## src/rtl/fsk_bit_decider.sv

```systemverilog
// FSK bit decider: gates the tone analyzer for one bit window, latches its tick
// accumulators, decides 0/1/erasure by tone dominance and queues the result in a small FIFO.
module fsk_bit_decider #(
  parameter int unsigned BIT_PERIOD_TICKS      = 5000,
  parameter int unsigned MIN_OCCUPANCY_PERCENT = 50,
  parameter int unsigned FIFO_DEPTH            = 4
) (
  input  logic        clock,
  input  logic        clear,
  input  logic        enable,
  input  logic [31:0] f0_value,
  input  logic [31:0] f1_value,
  input  logic [31:0] unknown,
  output logic        analyzer_enable,
  output logic        analyzer_clear,
  output logic        bit_data,
  output logic        bit_erasure,
  output logic        bit_valid,
  input  logic        bit_ready,
  output logic        overflow,
  output logic [15:0] bit_count
);

  localparam int unsigned CNT_W   = $clog2(BIT_PERIOD_TICKS);
  localparam int unsigned PTR_W   = $clog2(FIFO_DEPTH);
  localparam int unsigned OCC_W   = PTR_W + 1;
  localparam int unsigned SUM_W   = 34;
  localparam int unsigned PROD_W  = 48;
  localparam logic [CNT_W-1:0] LAST_TICK = CNT_W'(BIT_PERIOD_TICKS - 1);
  localparam logic [OCC_W-1:0] OCC_FULL  = OCC_W'(FIFO_DEPTH);

  typedef enum logic [2:0] {
    IDLE,
    ACQUIRE,
    SETTLE,
    LATCH,
    DECIDE,
    FLUSH
  } state_t;

  state_t state;
  state_t state_next;

  logic [CNT_W-1:0] win_cnt;
  logic [31:0]      f0_q;
  logic [31:0]      f1_q;
  logic [31:0]      unk_q;

  logic [SUM_W-1:0]  total;
  logic [31:0]       dom;
  logic [PROD_W-1:0] dom_scaled;
  logic [PROD_W-1:0] total_scaled;
  logic              dec_erasure;
  logic              dec_data;

  logic [1:0]       mem [FIFO_DEPTH];
  logic [PTR_W-1:0] rd_ptr;
  logic [PTR_W-1:0] wr_ptr;
  logic [PTR_W-1:0] rd_ptr_next;
  logic [OCC_W-1:0] occ;
  logic [OCC_W-1:0] occ_next;
  logic             push;
  logic             pop;
  logic             full;
  logic             push_accept;
  logic [1:0]       head_next;

  // State register
  always_ff @(posedge clock or negedge clear) begin
    if (!clear) state <= IDLE;
    else        state <= state_next;
  end

  // Next-state logic; dropping enable mid-acquisition abandons the window
  always_comb begin
    state_next = state;
    case (state)
      IDLE:    if (enable) state_next = ACQUIRE;
      ACQUIRE: begin
        if (!enable)                  state_next = FLUSH;
        else if (win_cnt == LAST_TICK) state_next = SETTLE;
      end
      SETTLE:  state_next = LATCH;
      LATCH:   state_next = DECIDE;
      DECIDE:  state_next = FLUSH;
      FLUSH:   state_next = enable ? ACQUIRE : IDLE;
      default: state_next = IDLE;
    endcase
  end

  // Window counter runs only while staying in ACQUIRE
  always_ff @(posedge clock or negedge clear) begin
    if (!clear) begin
      win_cnt <= '0;
    end else if (state == ACQUIRE && state_next == ACQUIRE) begin
      win_cnt <= win_cnt + CNT_W'(1);
    end else begin
      win_cnt <= '0;
    end
  end

  // Analyzer controls are decoded from the upcoming state so they align with it
  always_ff @(posedge clock or negedge clear) begin
    if (!clear) begin
      analyzer_enable <= 1'b0;
      analyzer_clear  <= 1'b0;
    end else begin
      analyzer_enable <= (state_next == ACQUIRE);
      analyzer_clear  <= !(state_next == IDLE || state_next == FLUSH);
    end
  end

  always_ff @(posedge clock or negedge clear) begin
    if (!clear) begin
      f0_q  <= '0;
      f1_q  <= '0;
      unk_q <= '0;
    end else if (state == LATCH) begin
      f0_q  <= f0_value;
      f1_q  <= f1_value;
      unk_q <= unknown;
    end
  end

  // Dominance test in exact wide arithmetic: dom*100 vs total*percent
  always_comb begin
    total        = SUM_W'(f0_q) + SUM_W'(f1_q) + SUM_W'(unk_q);
    dom          = (f1_q > f0_q) ? f1_q : f0_q;
    dom_scaled   = PROD_W'(dom) * PROD_W'(100);
    total_scaled = PROD_W'(total) * PROD_W'(MIN_OCCUPANCY_PERCENT);
    dec_erasure  = (total == '0) || (f0_q == f1_q) || (dom_scaled < total_scaled);
    dec_data     = !dec_erasure && (f1_q > f0_q);
  end

  // FIFO control; a pop frees a slot in the same cycle a full FIFO is pushed
  always_comb begin
    push        = (state == DECIDE);
    pop         = bit_valid && bit_ready;
    full        = (occ == OCC_FULL);
    push_accept = push && (!full || pop);
    rd_ptr_next = pop ? rd_ptr + PTR_W'(1) : rd_ptr;
    occ_next    = occ;
    if (push_accept && !pop)      occ_next = occ + OCC_W'(1);
    else if (!push_accept && pop) occ_next = occ - OCC_W'(1);
    head_next = mem[rd_ptr_next];
    if (push_accept && (wr_ptr == rd_ptr_next)) head_next = {dec_erasure, dec_data};
  end

  always_ff @(posedge clock) begin
    if (push_accept) mem[wr_ptr] <= {dec_erasure, dec_data};
  end

  // Head-of-queue outputs are registered from the post-update FIFO contents
  always_ff @(posedge clock or negedge clear) begin
    if (!clear) begin
      rd_ptr      <= '0;
      wr_ptr      <= '0;
      occ         <= '0;
      bit_valid   <= 1'b0;
      bit_data    <= 1'b0;
      bit_erasure <= 1'b0;
    end else begin
      rd_ptr    <= rd_ptr_next;
      occ       <= occ_next;
      bit_valid <= (occ_next != '0);
      if (push_accept) wr_ptr <= wr_ptr + PTR_W'(1);
      if (occ_next != '0) begin
        bit_erasure <= head_next[1];
        bit_data    <= head_next[0];
      end else begin
        bit_erasure <= 1'b0;
        bit_data    <= 1'b0;
      end
    end
  end

  always_ff @(posedge clock or negedge clear) begin
    if (!clear) begin
      overflow  <= 1'b0;
      bit_count <= '0;
    end else begin
      if (push && full && !pop) overflow <= 1'b1;
      if (push) bit_count <= bit_count + 16'd1;
    end
  end

endmodule

```

## config.mk

```make
export PLATFORM = sky130hd
export DESIGN_NAME = fsk_bit_decider
export DESIGN_NICKNAME = d
export VERILOG_FILES = /design/src/rtl/fsk_bit_decider.sv
export SDC_FILE = /design/constraint.sdc
export NUM_CORES = 1
export LEC_CHECK = 0
export ABC_CLOCK_PERIOD_IN_PS = 12100
export CAP_MARGIN = 15
export CORE_MARGIN = 5
export CORE_UTILIZATION = 56
export DETAILED_ROUTE_END_ITERATION = 10
export HOLD_SLACK_MARGIN = 0.1
export PLACE_DENSITY = 0.83
export SYNTH_ARGS = -nofsm -noshare
export SYNTH_HDL_FRONTEND = slang
export SYNTH_SLANG_ARGS = --single-unit
export TNS_END_PERCENT = 100
```

## constraint.sdc

```tcl
create_clock -name clock -period 12.1 [get_ports clock]
set_input_delay 1.21 -clock clock [delete_from_list [all_inputs] [get_ports clock]]
set_output_delay 1.21 -clock clock [all_outputs]
set_load 0.02 [all_outputs]
```

==> summary by stage <==
Finish
The most frequent standard cell in the layout excluding fill and tap cells is sky130_fd_sc_hd__ha_1. Across the whole layout, storage elements account for 3770 um^2. The top cell types in the final layout, fill and taps aside, are sky130_fd_sc_hd__ha_1, sky130_fd_sc_hd__inv_1, sky130_fd_sc_hd__dfrtp_1, sky130_fd_sc_hd__mux2_2, sky130_fd_sc_hd__clkdlybuf4s50_1.

The post-route netlist has 9.79% of its cells at a drive strength greater than 1. The net count of the finished layout is 2375. From synthesis to final layout, the design area changed by 13.1%. 0 antenna diodes ended up in the layout. Counting the fill cells in the layout gives 2365.

The area used by multi-input combinational logic is 12400 um^2.

Route
After detailed routing, the average wire length per cell comes to approximately 18 um. The first detailed-routing pass ran for 5 iterations. Wires add up to 40700 um.

After detailed routing, the number of remaining DRC violations is 0. The routed layout has 13100 vias. The per-cell via count in the routed design is 5.76. The count of nets left with antenna violations once routing finished came out at 0. After the first detailed-routing iteration, the DRC count stood at between 700 and 800.

Floorplanning
During I/O placement, the number of pins put on the boundary was 122. The floorplan step defined a die boundary enclosing 34200 um^2. From left edge to right edge, the die measures about 180 um. The placement row count is 64. The initial utilization of the core area, before any placement, comes to approximately 56%.

The area of the core is approximately 30000 um^2. The die span in y is 185 um.

Global route
Across every metal layer, demand over resource in global routing totals 24.1%. The initial antenna violation count is 0. The via count of the first global-routing pass was 13600.

Entering global routing, the biggest net connects 83 pins. The overflow left after global routing is 0. The wire length of the first global-routing pass is 66600 um.

Setup path
The worst-path cell with the longest stage delay is sky130_fd_sc_hd__nand2b_2. STA classifies the critical path startpoint as a flop. STA classifies the critical path endpoint as a flop. For this run, the slowest stage of the critical path takes 740 ps. The setup path with the least slack is of type reg2reg. The data required time at the worst endpoint is 12470 ps. Along the worst path, the maximum fanout reaches 36.

The sum of buffers and inverters on the critical path is 1. The most numerous cell type found on the critical path is sky130_fd_sc_hd__ha_1. The cell family contributing the most delay on the critical path is simple AND/OR/NAND/NOR gates. The endpoint arrival time on the critical path is 9800 ps.

Clock network
The number of sinks handled by clock tree synthesis is 149. Buffers inserted to repair hold after CTS numbered 0. TritonCTS built the clock tree. The number of post-CTS setup repair buffers is 0. At the later pin of the worst-skew pair, clock insertion delay measures 440 ps. The clock transition at the register clock pins on the worst setup and hold paths after CTS is 70 ps.

The number of buffers between clock root and the deepest sink is 2. Once the clock tree was built, the resizer swapped 0 gates to a different size. Buffers inserted during clock tree synthesis total 17.

In this run the number of H-tree levels came out at 4. The root buffer selected by CTS is sky130_fd_sc_hd__clkbuf_16.

Timing
The final period utilization is 77.9%. Setup repair after global routing left no endpoint under its margin. The clock arrives with 14.7 ps of skew. Derived from the worst setup path, the maximum achievable clock frequency is 106 MHz. The number of pins exceeding their max-slew limit in the final report is 0. The hold violation total from the final report was 0.

The setup TNS is 0 ps. The minimum period implied by the final worst setup slack is approximately 9400 ps. At the pin with the least slew margin, the transition time is just over 1000 ps.

The worst slew margin relative to its limit is 31.0%. Setup violations remaining at the end of the flow were counted as 0.

Yosys
Counting every net in the synthesized netlist gives 2258. The synthesis warning total is 0. In the synthesized netlist the async set-or-reset flop fraction comes to ~95%. The post-synthesis sequential element count is 149. The most common flop cell mapped by yosys is sky130_fd_sc_hd__dfrtp_1.

The number of enable flip-flop cells after synthesis is 8. The unique cell type count in the Yosys netlist is slightly below 80. Averaged over all synthesized cells, the footprint is 9.86 um^2. The sequential share of the synthesized area is 22.0%.

Counting every instance in the synthesized netlist gives 1739. The cell area that synthesis handed to floorplanning was between 15000 and 20000 um^2.

Place
The final estimated routing congestion in global placement is 0.925. The count of buffers inserted at the top-level ports is 121. The post-detailed-placement half-perimeter wirelength is 33700 um.

Run
The max-cap violation count is 0.

Worst hold path
The min-delay analysis places its worst path in the category reg2reg.

Run status
The run finished with clean final reports.
[worst reg2reg max path: cells and delay by family, from the launching register on]
family	cells	cell delay, ps
flops	1	430
mux	1	480
xor+xnor	1	90
fa+ha+maj	6	1960
buf+inv	1	70
simple gates	11	3940
compound gates	12	2390
[path summary, 6_finish.rpt]
check                                     startpoint                        end  slack [ps]  cells after the start
max in group asynchronous                      clear       f0_q[24]$_DFFE_PN0N_        9900                      2
setup / recovery                f0_q[31]$_DFFE_PN0N_         bit_data$_DFF_PN0_        2670                     32
hold / removal             bit_count[15]$_DFFE_PN0N_  bit_count[15]$_DFFE_PN0N_         480                      1
hold reg to reg            bit_count[15]$_DFFE_PN0N_  bit_count[15]$_DFFE_PN0N_         480                      1
setup reg to reg                f0_q[31]$_DFFE_PN0N_         bit_data$_DFF_PN0_        2670                     32
min in group asynchronous                      clear       unk_q[0]$_DFFE_PN0N_         720                      1
[registers in the layout, indices dropped and copies added (netlist names), 2 cells and up]
| register | cells |
|---|---|
| bit_count | 16 |
| unk_q | 32 |
| f1_q | 32 |
| occ | 3 |
| f0_q | 32 |
| mem | 8 |
| wr_ptr | 2 |
| rd_ptr | 2 |
| state | 3 |
| win_cnt | 13 |
[Yosys cell counts (all sizes together), types with 5 or more instances]
cell	number	area [um^2]
a211oi	13	103
a21boi	6	45.0
a21o	62	465
a21oi	99	499
a221oi	5	50.0
a31oi	8	50.1
and2	11	71.3
and3	15	93.8
buf	20	100
clkbuf	6	22.5
dfrtp	141	3530
edfxtp	8	240
fa	89	1780
ha	330	4130
inv	230	863
mux2	130	1460
mux2i	8	80.1
nand2	69	259
nand2b	18	113
nand3	34	175
nand4	22	138
nor2	88	330
nor2b	11	68.8
nor3	10	50.1
o211ai	10	75.1
o21a	17	128
o21ai	63	315
o21bai	20	150
or2	5	31.3
or3	6	37.5
xnor2	75	664
xor2	54	480
[per-stage QoR]
| step | area [um^2] | instances | hold slack (ps) | utilization [%] | setup slack (ps) |
|---|---|---|---|---|---|
| 2_1_floorplan | 17100 | 1739 | 453 | - | 3920 |
| 3_3_place_gp | 18800 | 2233 | 453 | 61.6 | 3160 |
| 3_5_place_dp | 18800 | 2233 | 474 | 61.6 | 2730 |
| 4_1_cts | 19400 | 2265 | 486 | 63.7 | 2690 |
| 5_1_grt | 19400 | 2265 | 498 | 63.7 | 2100 |
| 6_report | 19400 | 2265 | 485 | 63.7 | 2670 |
[cells by family (layout without fill, tap and decap cells)]
logic type,after synthesis,count (layout),synth area share [%]
AOI/OAI and AO/OA,337,337,12.9
buffers and inverters,257,387,5.77
xor gates and xnor gates,129,129,6.68
DFF,149,149,22.0
adders and majority gates,419,419,34.5
muxes,140,140,9.27
and+or+nand+nor,308,308,8.91
[area by class of cell]
| cell class | instances | area share, % |
|---|---|---|
| Clock buffer | 17 | 2.19 |
| Clock inverter | 15 | 1.06 |
| Inverter | 231 | 4.47 |
| Multi-Input combinational cell | 1333 | 63.9 |
| Sequential cell | 149 | 19.4 |
| Tap cell | 396 | 2.56 |
| Timing Repair Buffer | 124 | 6.37 |
[per-layer routing]
metal,routed length (um),GRT usage (%),vias to the layer above
met2,21200,44.0,319
met5,0,0,-
met3,1730,3.14,74
met1,16700,29.6,6358
met4,1090,7.43,0
li1,-,-,6301
Power is left out: the tool's default activity adds up to more than one toggle a clock period on the data nets, which glitch-free logic cannot reach.
